### src/rtl/rv32i_decode_unit.sv
// RV32I decode stage: 32x32 register file, immediate generator and all control
// signals for the ALU, data memory, write-back mux and PC mux.
module rv32i_decode_unit (
  input  logic        clk,
  input  logic        reset,
  input  logic [31:0] Instruction,
  input  logic [31:0] reg_write_data,
  input  logic        zero,
  output logic [3:0]  ALU_control,
  output logic [31:0] ExtImmediate,
  output logic [31:0] operand_b,
  output logic [31:0] rdout1,
  output logic [31:0] rdout2,
  output logic [1:0]  writeback_sel,
  output logic [1:0]  PC_sel,
  output logic [1:0]  datamemory_mode,
  output logic        datamemWE,
  output logic        reg1sel_flag
);

  localparam logic [6:0] OP_R      = 7'b0110011;
  localparam logic [6:0] OP_I_ALU  = 7'b0010011;
  localparam logic [6:0] OP_LOAD   = 7'b0000011;
  localparam logic [6:0] OP_STORE  = 7'b0100011;
  localparam logic [6:0] OP_BRANCH = 7'b1100011;
  localparam logic [6:0] OP_JAL    = 7'b1101111;
  localparam logic [6:0] OP_JALR   = 7'b1100111;
  localparam logic [6:0] OP_LUI    = 7'b0110111;
  localparam logic [6:0] OP_AUIPC  = 7'b0010111;

  localparam logic [3:0] ALU_ADD    = 4'd0;
  localparam logic [3:0] ALU_SUB    = 4'd1;
  localparam logic [3:0] ALU_SLL    = 4'd2;
  localparam logic [3:0] ALU_SLT    = 4'd3;
  localparam logic [3:0] ALU_SLTU   = 4'd4;
  localparam logic [3:0] ALU_XOR    = 4'd5;
  localparam logic [3:0] ALU_SRL    = 4'd6;
  localparam logic [3:0] ALU_SRA    = 4'd7;
  localparam logic [3:0] ALU_OR     = 4'd8;
  localparam logic [3:0] ALU_AND    = 4'd9;
  localparam logic [3:0] ALU_PASS_B = 4'd10;

  logic [6:0]  opcode;
  logic [4:0]  rd;
  logic [4:0]  rs1;
  logic [4:0]  rs2;
  logic [2:0]  funct3;
  logic        funct7_alt;

  logic [31:0] imm_i;
  logic [31:0] imm_s;
  logic [31:0] imm_b;
  logic [31:0] imm_u;
  logic [31:0] imm_j;

  logic [3:0]  alu_base;
  logic        reg_write;
  logic        use_imm;
  logic [31:0] regs [0:31];

  assign opcode     = Instruction[6:0];
  assign rd         = Instruction[11:7];
  assign funct3     = Instruction[14:12];
  assign rs1        = Instruction[19:15];
  assign rs2        = Instruction[24:20];
  assign funct7_alt = Instruction[30];

  assign imm_i = {{20{Instruction[31]}}, Instruction[31:20]};
  assign imm_s = {{20{Instruction[31]}}, Instruction[31:25], Instruction[11:7]};
  assign imm_b = {{19{Instruction[31]}}, Instruction[31], Instruction[7],
                  Instruction[30:25], Instruction[11:8], 1'b0};
  assign imm_u = {Instruction[31:12], 12'b0};
  assign imm_j = {{11{Instruction[31]}}, Instruction[31], Instruction[19:12],
                  Instruction[20], Instruction[30:21], 1'b0};

  // Shared funct3 -> ALU op mapping for R-type and I-ALU; SUB/SRA patched below
  always_comb begin
    alu_base = ALU_ADD;
    case (funct3)
      3'b000: alu_base = ALU_ADD;
      3'b001: alu_base = ALU_SLL;
      3'b010: alu_base = ALU_SLT;
      3'b011: alu_base = ALU_SLTU;
      3'b100: alu_base = ALU_XOR;
      3'b101: alu_base = ALU_SRL;
      3'b110: alu_base = ALU_OR;
      3'b111: alu_base = ALU_AND;
      default: alu_base = ALU_ADD;
    endcase
  end

  always_comb begin
    ALU_control     = ALU_ADD;
    ExtImmediate    = '0;
    writeback_sel   = 2'b00;
    PC_sel          = 2'b00;
    datamemory_mode = 2'b10;
    datamemWE       = 1'b0;
    reg1sel_flag    = 1'b0;
    reg_write       = 1'b0;
    use_imm         = 1'b0;
    case (opcode)
      OP_R: begin
        reg_write   = 1'b1;
        ALU_control = alu_base;
        if (funct7_alt && funct3 == 3'b000) ALU_control = ALU_SUB;
        if (funct7_alt && funct3 == 3'b101) ALU_control = ALU_SRA;
      end
      OP_I_ALU: begin
        reg_write    = 1'b1;
        use_imm      = 1'b1;
        ExtImmediate = imm_i;
        ALU_control  = alu_base;
        if (funct7_alt && funct3 == 3'b101) ALU_control = ALU_SRA;
      end
      OP_LOAD: begin
        reg_write       = 1'b1;
        use_imm         = 1'b1;
        ExtImmediate    = imm_i;
        writeback_sel   = 2'b01;
        datamemory_mode = funct3[1:0];
      end
      OP_STORE: begin
        use_imm         = 1'b1;
        ExtImmediate    = imm_s;
        datamemWE       = 1'b1;
        datamemory_mode = funct3[1:0];
      end
      OP_BRANCH: begin
        ExtImmediate = imm_b;
        // Reserved branch funct3 (010/011) falls back to ADD and never branches
        case (funct3)
          3'b000: begin ALU_control = ALU_SUB;  PC_sel = zero  ? 2'b01 : 2'b00; end
          3'b001: begin ALU_control = ALU_SUB;  PC_sel = !zero ? 2'b01 : 2'b00; end
          3'b100: begin ALU_control = ALU_SLT;  PC_sel = !zero ? 2'b01 : 2'b00; end
          3'b101: begin ALU_control = ALU_SLT;  PC_sel = zero  ? 2'b01 : 2'b00; end
          3'b110: begin ALU_control = ALU_SLTU; PC_sel = !zero ? 2'b01 : 2'b00; end
          3'b111: begin ALU_control = ALU_SLTU; PC_sel = zero  ? 2'b01 : 2'b00; end
          default: begin ALU_control = ALU_ADD; PC_sel = 2'b00; end
        endcase
      end
      OP_JAL: begin
        reg_write     = 1'b1;
        ExtImmediate  = imm_j;
        writeback_sel = 2'b10;
        PC_sel        = 2'b01;
        reg1sel_flag  = 1'b1;
      end
      OP_JALR: begin
        reg_write     = 1'b1;
        use_imm       = 1'b1;
        ExtImmediate  = imm_i;
        writeback_sel = 2'b10;
        PC_sel        = 2'b10;
      end
      OP_LUI: begin
        reg_write    = 1'b1;
        use_imm      = 1'b1;
        ExtImmediate = imm_u;
        ALU_control  = ALU_PASS_B;
      end
      OP_AUIPC: begin
        reg_write    = 1'b1;
        use_imm      = 1'b1;
        ExtImmediate = imm_u;
        reg1sel_flag = 1'b1;
      end
      default: begin
        reg_write = 1'b0;
      end
    endcase
  end

  // Entry 0 is only ever cleared, so x0 stays hard-wired to zero
  always_ff @(posedge clk or negedge reset) begin
    if (!reset) begin
      for (int i = 0; i < 32; i++) regs[i] <= '0;
    end else if (reg_write && rd != 5'd0) begin
      regs[rd] <= reg_write_data;
    end
  end

  assign rdout1    = (rs1 == 5'd0) ? '0 : regs[rs1];
  assign rdout2    = (rs2 == 5'd0) ? '0 : regs[rs2];
  assign operand_b = use_imm ? ExtImmediate : rdout2;

endmodule

### config.mk
export PLATFORM = sky130hd
export DESIGN_NAME = rv32i_decode_unit
export DESIGN_NICKNAME = d
export VERILOG_FILES = /design/src/rtl/rv32i_decode_unit.sv
export SDC_FILE = /design/constraint.sdc
export NUM_CORES = 2
export LEC_CHECK = 0
export ABC_AREA = 1
export CORE_MARGIN = 1
export CORE_UTILIZATION = 63
export CTS_CLUSTER_SIZE = 40
export DETAILED_ROUTE_END_ITERATION = 10
export PLACE_DENSITY = 0.89
export SLEW_MARGIN = 20
export SYNTH_ARGS = -nofsm -noshare
export SYNTH_HDL_FRONTEND = slang
export SYNTH_SLANG_ARGS = --single-unit
### constraint.sdc
create_clock -name clk -period 2.6 [get_ports clk]
set_input_delay 0.52 -clock clk [delete_from_list [all_inputs] [get_ports clk]]
set_output_delay 0.52 -clock clk [all_outputs]
set_load 0.1 [all_outputs]
==> flow_metrics.env, run 1 <==
export IMPL_status="aborted with a tool error"
export IMPL_haltStage="global routing"
export IMPL_error_line="[ERROR GRT-0232] Routing congestion too high. Check the congestion heatmap in the GUI."
export IMPL_ys_seq_area_share_pct=40.49
export IMPL_grt_overflow=643
export IMPL_syn_cell_area_sq_um=63290
export IMPL_gp_congestion=1.068
export IMPL_io_buffers=206
export IMPL_root_buffer="clkbuf_16"
export IMPL_synth_largest_area_cell="dfrtp_1"
export IMPL_syn_num_nets=9612
export IMPL_synth_top_cells_by_area="dfrtp_1 (40%), nand2_1 (25%), nand3_1 (11%), nand4_1 (9.2%), clkbuf_1 (4.1%)"
export IMPL_htreeDepth=3
export IMPL_die_y_microns=319.0
export IMPL_die_w_microns=319.0
export IMPL_synth_edf_count=0
export IMPL_yosysWarnings=0
export IMPL_clock_path_buffers=3
export IMPL_cts_buffers=112
export IMPL_synth_top_cell_area_share_pct=40.49
export IMPL_track_usage_pct=88.81
export IMPL_place_inst=10984
export IMPL_initial_utilization_pct=63.93
export IMPL_cts_sinks=1024
export IMPL_synth_top_flop_cell="dfrtp_1"
export IMPL_syn_inst=9541
export IMPL_synth_async_reset_ratio_pct=100.0
export IMPL_synth_cell_type_count=34
export IMPL_synth_top_cells_by_count="nand2_1 (4209), nand3_1 (1396), dfrtp_1 (1024)"
export IMPL_synthMostInstantiatedCell="nand2_1"
export IMPL_row_count=115
export IMPL_grt_start_max_net_pins=96
export IMPL_place_hpwl_mm=195.8
export IMPL_place_area_sq_um=76320
export IMPL_synth_area_per_cell_sq_um=6.633
export IMPL_ys_ff_latch=1024
export IMPL_ios=207
[per-layer routing]
metal  track usage, %  overflow
met1            87.81        63
met2            96.91       277
met3            83.14        50
met4            88.19       243
met5            65.63        10
[stage by stage]
step / setup slack (ns) / hold WS, ns / setup TNS (ns)
floorplan: -0.6555 / 0.2244 / -35.68
global placement: -0.6556 / 0.3859 / -307.67
detailed placement: -0.6834 / 0.3902 / -406.99
CTS: -0.3428 / 0.3091 / -19.04
[cells by family after synthesis]
| group | synth area share [%] |
|---|---|
| AO/OA/AOI/OAI | 4.233 |
| buffers and inverters | 7.615 |
| AND/OR/NAND/NOR | 47.59 |
| adder cells (fa/ha/maj) | 0.07908 |
| flip-flops | 40.49 |
[repair_timing]
action	in CTS
setup endpoints to repair	136
hold buffers	1
setup buffers	189
cloned	74
pin swaps	351
resized for setup	1043
endpoints found under the hold margin	22
==> run 2, diff against run 1 <==
--- a/config.mk
+++ b/config.mk
@@ -7,10 +7,9 @@
 export LEC_CHECK = 0
 export ABC_AREA = 1
 export CORE_MARGIN = 1
-export CORE_UTILIZATION = 63
-export CTS_CLUSTER_SIZE = 40
+export CORE_UTILIZATION = 40
 export DETAILED_ROUTE_END_ITERATION = 10
-export PLACE_DENSITY = 0.89
+export PLACE_DENSITY_LB_ADDON = 0.15
 export SLEW_MARGIN = 20
 export SYNTH_ARGS = -nofsm -noshare
 export SYNTH_HDL_FRONTEND = slang
==> run 2 against run 1 <==
  * The flow now finishes, with violations (negative setup slack)
  * Area after synthesis unchanged
  * Synthesized cell count unchanged
==> flow_metrics.env, run 2 <==
export IMPL_crit_type="in -> out"
export IMPL_row_count=145
export IMPL_finalSetupViolations=135
export IMPL_finalHoldViolCount=0
export IMPL_cp_cell_sequence="buf_16 > buf_16 > buf_16 > clkbuf_16 > nand2_2 > nand3_2 > nand3_2 > nand2_2 > nand2_1 > nand2_1 > o21ai_1 > buf_4 > a21oi_4 > buf_12 > buf_16"
export IMPL_initial_utilization_pct=40.42
export IMPL_synth_top_cell_area_share_pct=40.49
export IMPL_p_int_mw=31.44
export IMPL_wl_mm=333.9
export IMPL_synth_top_cells_by_area="dfrtp_1 (40%), nand2_1 (25%), nand3_1 (11%), nand4_1 (9.2%), clkbuf_1 (4.1%)"
export IMPL_status="finished, violations left"
export IMPL_syn_cell_area_sq_um=63290
export IMPL_io_buffers=206
export IMPL_synthMostInstantiatedCell="nand2_1"
export IMPL_nNetsFinal=10078
export IMPL_clkPwrFrac_pct=39.3
export IMPL_largest_reg_flops=1024
export IMPL_grt_pass1_wl_mm=483.4
export IMPL_post_route_util_pct=55.54
export IMPL_wl_met3_mm=47.32
export IMPL_fin_skew_ns=0
export IMPL_synth_cell_type_count=34
export IMPL_arrival_ns=2.53
export IMPL_antenna_found_initial=4
export IMPL_viasPerCell=6.215
export IMPL_p_switching_mw=15.45
export IMPL_crit_path_top_delay_cell="a21oi_4"
export IMPL_drt_iter0_drc=11675
export IMPL_top_register="regs"
export IMPL_firstDrtPassIters=7
export IMPL_multi_input_area_sq_um=36100
export IMPL_ys_seq_area_share_pct=40.49
export IMPL_track_usage_pct=40.74
export IMPL_syn_inst=9541
export IMPL_cp_start_kind="primary input"
export IMPL_gp_congestion=0.9628
export IMPL_die_area_sq_um=159800
export IMPL_grt_overflow=0
export IMPL_setup_ws_ns=-0.4538
export IMPL_peakVddDrop_v=0.0005918
export IMPL_mostFrequentLayoutCell="nand2_1"
export IMPL_ios=207
export IMPL_drc=0
export IMPL_area_growth_pct=37.40
export IMPL_p_leak_nw=42.57
export IMPL_max_stage_delay_ns=0.23
export IMPL_wl_per_cell_microns=27.44
export IMPL_violations="negative setup slack"
export IMPL_top_layer="met5"
export IMPL_yosysWarnings=0
export IMPL_ys_ff_latch=1024
export IMPL_cts_buffers=121
export IMPL_die_y_microns=399.8
export IMPL_hold_path_class="in -> async"
export IMPL_clk_latency_ns=0.75
export IMPL_path_clk_slew_ns=0.06
export IMPL_drive_gt1_share_pct=20.16
export IMPL_endpoint_kind="output pin"
export IMPL_first_global_vias=70276
export IMPL_p_sw_share_pct=32.96
export IMPL_path_common_cell="buf_16"
export IMPL_clock_path_buffers=3
export IMPL_fin_crit_ns=3.054
export IMPL_max_slew_margin_rel_pct=53.95
export IMPL_power_frac_seq_pct=37.1
export IMPL_finalPower_mw=46.89
export IMPL_rsz0062_at_grt="yes"
export IMPL_grt_start_max_net_pins=122
export IMPL_crit_fanout=8
export IMPL_r2r_cells=3
export IMPL_cts_sinks=1024
export IMPL_synth_top_cells_by_count="nand2_1 (4209), nand3_1 (1396), dfrtp_1 (1024)"
export IMPL_vias=75620
export IMPL_drv_slew=0
export IMPL_synth_area_per_cell_sq_um=6.633
export IMPL_die_w_microns=399.8
export IMPL_required_ns=2.08
export IMPL_combPwrFrac_pct=23.6
export IMPL_m1WireLength_mm=127.9
export IMPL_fmax_mhz=327.5
export IMPL_power_density_nw_per_um2=539.2
export IMPL_core_sq_um=156600
export IMPL_tritoncts="built"
export IMPL_maxCapViolations=0
export IMPL_fillers=14371
export IMPL_worst_pin_slew_ns=0.6907
export IMPL_root_buffer="clkbuf_16"
export IMPL_synth_top_flop_cell="dfrtp_1"
export IMPL_final_cell_mix="nand2_1 (4020), nand3_1 (1238), dfrtp_1 (1024), nand4_1 (930), buf_4 (641)"
export IMPL_final_antenna_net_count=0
export IMPL_place_hpwl_mm=214.8
export IMPL_regArea_sq_um=25620
export IMPL_synth_async_reset_ratio_pct=100.0
export IMPL_syn_num_nets=9612
export IMPL_synth_edf_count=0
export IMPL_wl_met2_mm=138.4
export IMPL_htreeDepth=3
export IMPL_fin_crit_sh_pct=117.5
export IMPL_synth_largest_area_cell="dfrtp_1"
export IMPL_top_regs="regs (1024)"
-- run 2: cell counts after synthesis --
Identical to the previous run, type by type.
-- run 2: final cells by class --
cell class	instances	area share [%]
antenna	1	0.002878
clock buffer	171	4.049
clock inverter	54	0.7654
inverter	157	0.8043
multi-input combinational	7374	41.51
sequential	1024	29.47
tap	2058	2.961
timing repair buffer	1326	20.39
timing repair inverter	3	0.05036
-- run 2: power groups by stage --
| stage | clock network (mW) | registers [mW] | logic [mW] |
|---|---|---|---|
| after floorplan | 0 | 17.5 | 5.19 |
| after detailed placement | 0 | 17.6 | 10.0 |
| final | 18.4 | 17.4 | 11.1 |
| after global routing | 19.1 | 17.5 | 11.5 |
| after global placement | 0 | 17.6 | 9.95 |
| after CTS | 18.5 | 17.4 | 10.5 |
-- run 2: stage by stage --
stage	area [sq um]	setup TNS [ns]	worst slack (ns)	hold WS, ns	instances
2_1_floorplan	65120	-35.68	-0.6555	0.2244	9541
3_3_place_gp	78560	-690.22	-0.8759	0.3896	11817
3_5_place_dp	78560	-647.17	-0.8190	0.3899	11817
4_1_cts	85530	-27.64	-0.4031	0.2484	12131
5_1_grt	86960	-39.06	-0.4610	0.2637	12168
6_report	86960	-33.21	-0.4538	0.2573	12168
-- run 2: cells by family (layout without fill, tap and decap cells) --
kind of cell    count (synthesis)  in the layout  share of synthesized area, %
other cells                     0              1                             0
flops                        1024           1024                         40.49
simple gates                 6858           6858                         47.59
compound gates                512            512                         4.233
fa+ha+maj                       4              4                       0.07908
buf+inv                      1143           1711                         7.615
-- run 2: worst paths after layout --
| path | slack (ns) | to | startpoint |
|---|---|---|---|
| worst min-delay path | 0.26 | regs[853] | reset |
| worst max register to register | 1.81 | regs[613] | regs[613] |
| min in group clk | 0.40 | regs[1007] | regs[1007] |
| max in group asynchronous | 1.26 | regs[884] | reset |
| worst max-delay path | -0.45 | rdout1[5] | Instruction[15] |
| worst min register to register | 0.40 | regs[1007] | regs[1007] |
-- run 2: layer usage --
metal,vias up,track usage (%)
li1,32700,-
met3,1101,12.88
met4,4,21.74
met5,-,0
met2,5545,58.23
met1,36270,54.58
-- run 2: worst max-delay path: cells and delay by family --
family | cells | cell delay (ns)
compound gates | 2 | 0.30
buf+inv | 7 | 1.24
simple gates | 6 | 0.41
-- run 2: what timing repair did --
item | 4_1_cts | 5_1_grt
setup buffers | 69 | 24
hold buffers | 1 | 0
cloned | 27 | 16
pin swaps | 145 | 135
gates resized for setup | 429 | 243
setup endpoints to repair | 136 | 136
endpoints found under the hold margin | 9 | 0
No activity file was read; power rests on OpenSTA's default activity.
